===== config.mk =====
export PLATFORM = sky130hd
export DESIGN_NAME = sc_fir_sequencer
export DESIGN_NICKNAME = d
export VERILOG_FILES = /design/src/rtl/sc_fir_pkg.sv /design/src/rtl/sc_lfsr.sv /design/src/rtl/sc_fir_sequencer.sv
export SDC_FILE = /design/constraint.sdc
export NUM_CORES = 1
export LEC_CHECK = 0
export ABC_AREA = 1
export BUFFER_PORTS_ARGS = -buffer_cell sky130_fd_sc_hd__buf_2
export CORE_AREA = 3 3 192 119
export DETAILED_ROUTE_END_ITERATION = 8
export DIE_AREA = 0 0 195 122
export GPL_ROUTABILITY_DRIVEN = 0
export PLACE_DENSITY = 0.79
export SYNTH_ARGS = -nofsm -noshare
export SYNTH_HDL_FRONTEND = slang
export SYNTH_SLANG_ARGS = --single-unit

===== constraint.sdc =====
create_clock -name clock -period 1.7 [get_ports clock]
set_input_delay 0 -clock clock [delete_from_list [all_inputs] [get_ports clock]]
set_output_delay 0 -clock clock [all_outputs]
set_load 0.02 [all_outputs]

===== src/rtl/sc_fir_pkg.sv =====
// ============================================================================
//  Module  : sc_fir_pkg
//  Brief   : Shared constants and types for the stochastic FIR sequencer.
//  Revision: 1.0 - initial release
// ============================================================================
`default_nettype none

package sc_fir_pkg;

    localparam int N      = 12;
    localparam int ORDER  = 18;
    localparam int LENGTH = ORDER + 1;
    localparam int POW2N  = 1 << N;

    // Fibonacci feedback taps for x^12 + x^11 + x^10 + x^4 + 1
    localparam logic [N-1:0] LFSR_TAPS = 12'hE08;

    typedef logic [N:0] sample_t;

    typedef enum logic [1:0] {
        IDLE = 2'd0,
        RUN  = 2'd1,
        HOLD = 2'd2
    } seq_state_t;

endpackage : sc_fir_pkg

`default_nettype wire


===== src/rtl/sc_lfsr.sv =====
// ============================================================================
//  Module  : sc_lfsr
//  Brief   : Seedable Fibonacci LFSR; advances one step per enabled cycle.
//  Revision: 1.0 - initial release
// ============================================================================
`default_nettype none

module sc_lfsr #(
    parameter int               WIDTH = 12,
    parameter logic [WIDTH-1:0] TAPS  = 12'hE08,
    parameter logic [WIDTH-1:0] SEED  = 12'h001
) (
    input  logic             clock,
    input  logic             reset_n,
    input  logic             enable,
    output logic [WIDTH-1:0] state
);

    // An all-zero seed would lock the register, so it is promoted to 1.
    localparam logic [WIDTH-1:0] c_SEED = (SEED == '0) ? WIDTH'(1) : SEED;

    logic [WIDTH-1:0] r_state;
    logic             w_feedback;

    assign w_feedback = ^(r_state & TAPS);

    always_ff @(posedge clock or negedge reset_n) begin
        if (!reset_n) begin
            r_state <= c_SEED;
        end else if (enable) begin
            r_state <= {r_state[WIDTH-2:0], w_feedback};
        end
    end

    assign state = r_state;

endmodule : sc_lfsr

`default_nettype wire


===== src/rtl/sc_fir_sequencer.sv =====
// ============================================================================
//  Module  : sc_fir_sequencer
//  Brief   : Feeds taps, R_y and sel_bits to the stochastic FIR accumulator
//            for one 2^N-cycle run per sample and returns its count.
//  Revision: 1.0 - initial release
// ============================================================================
`default_nettype none

module sc_fir_sequencer
    import sc_fir_pkg::*;
#(
    parameter logic [N-1:0] LFSR_SEED = 12'hACE
) (
    input  logic                   clock,
    input  logic                   reset_n,
    input  sample_t                sample_in,
    input  logic                   sample_valid,
    output logic                   sample_ready,
    output sample_t [LENGTH-1:0]   taps,
    output logic    [N-1:0]        R_y,
    output logic    [N-1:0]        sel_bits,
    output logic                   start,
    input  sample_t                hwa_out,
    input  logic                   hwa_done,
    output sample_t                result,
    output logic                   result_valid,
    input  logic                   result_ready
);

    localparam logic [N-1:0] c_SEL_MAX = N'(POW2N - 1);

    seq_state_t           r_state;
    seq_state_t           w_next_state;
    sample_t [LENGTH-1:0] r_taps;
    logic    [N-1:0]      r_sel;
    sample_t              r_result;
    logic                 r_result_valid;
    logic                 w_accept;
    logic                 w_lfsr_en;
    logic                 w_capture;
    logic                 w_release;
    logic                 w_hwa_done_unused;

    // Capture is keyed on the cycle index alone; the accumulator's done flag
    // carries no extra information.
    assign w_hwa_done_unused = hwa_done;

    assign w_accept = sample_valid && (r_state == IDLE);

    always_ff @(posedge clock or negedge reset_n) begin
        if (!reset_n) begin
            r_state <= IDLE;
        end else begin
            r_state <= w_next_state;
        end
    end

    always_comb begin
        w_next_state = r_state;
        w_lfsr_en    = 1'b0;
        w_capture    = 1'b0;
        w_release    = 1'b0;
        case (r_state)
            IDLE: begin
                if (sample_valid) begin
                    w_next_state = RUN;
                end
            end
            RUN: begin
                w_lfsr_en = 1'b1;
                if (r_sel == c_SEL_MAX) begin
                    w_capture    = 1'b1;
                    w_next_state = HOLD;
                end
            end
            HOLD: begin
                if (result_ready) begin
                    w_release    = 1'b1;
                    w_next_state = IDLE;
                end
            end
            default: begin
                w_next_state = IDLE;
            end
        endcase
    end

    // sel_bits parks at its maximum outside RUN so the accumulator stays clear.
    always_ff @(posedge clock or negedge reset_n) begin
        if (!reset_n) begin
            r_taps         <= '0;
            r_sel          <= c_SEL_MAX;
            r_result       <= '0;
            r_result_valid <= 1'b0;
        end else begin
            if (w_accept) begin
                r_taps <= {r_taps[LENGTH-2:0], sample_in};
                r_sel  <= '0;
            end else if ((r_state == RUN) && (r_sel != c_SEL_MAX)) begin
                r_sel <= r_sel + 1'b1;
            end

            if (w_capture) begin
                r_result       <= hwa_out;
                r_result_valid <= 1'b1;
            end else if (w_release) begin
                r_result_valid <= 1'b0;
            end
        end
    end

    sc_lfsr #(
        .WIDTH (N),
        .TAPS  (LFSR_TAPS),
        .SEED  (LFSR_SEED)
    ) u_lfsr (
        .clock   (clock),
        .reset_n (reset_n),
        .enable  (w_lfsr_en),
        .state   (R_y)
    );

    assign sample_ready = (r_state == IDLE);
    assign start        = w_accept;
    assign taps         = r_taps;
    assign sel_bits     = r_sel;
    assign result       = r_result;
    assign result_valid = r_result_valid;

endmodule : sc_fir_sequencer

`default_nettype wire

==> results.cfg <==
[clock_tree]
cts_tree = built
root_buffer = clkbuf_16
cts.clk_slew.worst_paths_ns = 0.07
clockBufferDepth = 3
clock-sinks = 287
cts_made_buffers = 26
htree_levels = 1
clock_latency_ns = 0.52

[placed_design]
dpl_cell_area_sq_um = 12910
dp_slack_ns = 0.02433
port_buffers = 316
dp_hpwl_um = 21320

[layout]
design_area_sq_um = 14340
seq_area_sq_um = 7207
utilization_pct = 68.19
area_growth_pct = 30.08
n_fill_cell = 1573
antennaDiodeCount = 0
nets = 1532
drive_above_1_share_pct = 28.24
multi_input_area_sq_um = 3012

[synth]
synth-main-ff-cell = dfrtp_1
synth.top_cell.area_share_pct = 60.83
syn_inst = 1154
yosysSeqAreaShare_pct = 65.35
async_flop_share_pct = 100.0
synth-edff-count = 0
netlist_top_cells_area = dfrtp_1, nand2_1, o21ai_0, dfstp_2, inv_1
syn_area_per_cell_sq_um = 9.554
syn_area_sq_um = 11030
yosysTopAreaCell = dfrtp_1
yosysWarnings = 0
synthTopCellsByCount = nand2_1, dfrtp_1, o21ai_0
ys_types = 25
ys_ff_latch = 287
syn-num-nets = 1186
yosys.cell_count.top_type = nand2_1

[sta]
skew_ns = 0.009153
fmax_ghz = 0.5961
setup_violations = 0
min_period_ns = 1.678
rsz0062_at_grt = true
maxSlewViolCount = 0
tightestPinTransition_ns = 0.6316
setup_slack_ns = 0.02239
worst_hold_slack_ns = 0.1063
hold_viol_final = 0
slew_headroom_pct = 57.90
finalCritPeriodShare_pct = 98.68

[job]
maxCapViolCount = 0

[route]
final_antenna_net_count = 0
firstDrtPassIters = 6
viasPerCell = 5.171
route.detailed.drc = 0
wl_per_cell_um = 17.50
vias = 9297
wirelength_um = 31470
drt_iter0_drc = 736

[global_route]
grt_overflow_total = 0
first_global_vias = 8980
grt_pass1_wl_um = 49250
grt_max_degree = 130
grtUsageTotal_pct = 25.75
antenna_found_initial = 0

[critical_path]
critPathKind = flip-flop to flip-flop
cp-end-kind = flip-flop
crit_buf_inv = 1
critPathMaxStageDelay_ns = 0.57
crit_arrival_ns = 2.11
crit_fanout = 6
crit_family = simple AND/OR/NAND/NOR gates
slowest_stage = dfstp_2
startpoint_type = flip-flop
crit_path_cell_trace = buf_4 > nand2_1 > nor2_1 > nand3_1 > nand2_1 > o21ai_0 > a21oi_1
critPathRequiredTime_ns = 2.14
path_common_cell = nand2_1

[die]
design.core.area_sq_um = 21030
pin_count = 318
dieArea_sq_um = 23790
start_util_pct = 52.42
die_h_um = 122
chipWidth_um = 195
fp-row-count = 41

[outcome]
status = finished clean

[power]
p_per_area_nw_per_um2 = 2035
max-vdd-ir-drop_v = 0.001331
leakage_nw = 7.465

[min_path]
hold_class = input pin to async pin
routing by layer:
metal	global-route usage [%]	up-vias	part of all wire (%)	routed length [um]
met5	0	-	0	0
met4	6.676	0	2.7	843
met3	5.307	71	8.3	2602
met2	39.86	411	45	14230
met1	37.70	4503	44	13790
li1	-	4312	-	-
power by group:
| part | internal [mW] | switching, mW |
|---|---|---|
| Sequential | 9.73 | 2.33 |
| Clock | 3.88 | 2.49 |
| Combinational | 3.40 | 7.37 |
cell type report:
type / count / area share (%)
sequential: 287 / 50.25
multi-input combinational: 671 / 21.00
timing repair buffer: 377 / 15.99
clock buffer: 38 / 5.348
inverter: 135 / 3.708
tap: 279 / 2.434
clock inverter: 9 / 1.186
timing repair inverter: 2 / 0.08724
cells by family after synthesis:
family	share of synthesized area [%]
DFF	65.35
and+or+nand+nor	15.13
AOI/OAI and AO/OA	11.17
adders and majority gates	0.1135
buffers and inverters	7.842
xor gates and xnor gates	0.3972
registers in the layout, summed over array words and instances, names as in the netlist:
signal and count:
sel_bits 12, result 13, r_state 2, result_valid 1, taps 247, u_lfsr.state 12
timing repair:
| item | CTS | global route |
|---|---|---|
| cloned | 1 | 2 |
| setup buffers | 2 | 6 |
| hold buffers | 30 | 0 |
| pin swaps | 2 | 5 |
| hold endpoints to repair | 302 | 0 |
| gates resized for setup | 9 | 11 |
| setup endpoints to repair | 1 | 60 |
worst register-to-register path, cell delays in order (launching register included):
cell	delay [ns]
dfstp_2	0.57
buf_4	0.15
nand2_1	0.06
nor2_1	0.36
nand3_1	0.13
nand2_1	0.07
o21ai_0	0.09
a21oi_1	0.18
metrics by stage:
step | std cells | power (mW) | TNS (ns)
after detailed placement | 1710 | 22.62 | 0
after global placement | 1710 | 22.30 | 0
after global routing | 1798 | 30.77 | -0.4148
after CTS | 1790 | 29.18 | -0.01307
after floorplan | 1154 | 17.75 | 0
final | 1798 | 29.19 | 0
cells in the final DEF, fill, tap and decap left out, types with 4 or more instances in the layout:
cell and n:
buf_12 9, buf_2 314, buf_4 20, bufinv_16 5, clkbuf_1 6, clkbuf_16 27
clkbuf_8 5, clkinv_2 5, dfrtp_1 267, dfstp_2 19, dlygate4sd3_1 29, inv_1 131
nand2_1 368, nand3_1 23, nand4_1 7, nor2_1 8, nor2_4 4, o21ai_0 157
o21ai_1 87, xor2_1 5
path summary, 6_finish.rpt:
path / from / endpoint / slack (ns) / cells after the start
min: reset_n / taps[121] / 0.11 / 3
min in group clock: sample_in[9] / taps[9] / 0.22 / 4
max reg2reg: sel_bits[0] / sel_bits[9] / 0.02 / 7
max: sel_bits[0] / sel_bits[9] / 0.02 / 7
min reg2reg: result[10] / result[10] / 0.47 / 2
max in group asynchronous: reset_n / u_lfsr.state[1] / 1.22 / 3
Note: power is estimated with default switching activity, not from simulation.
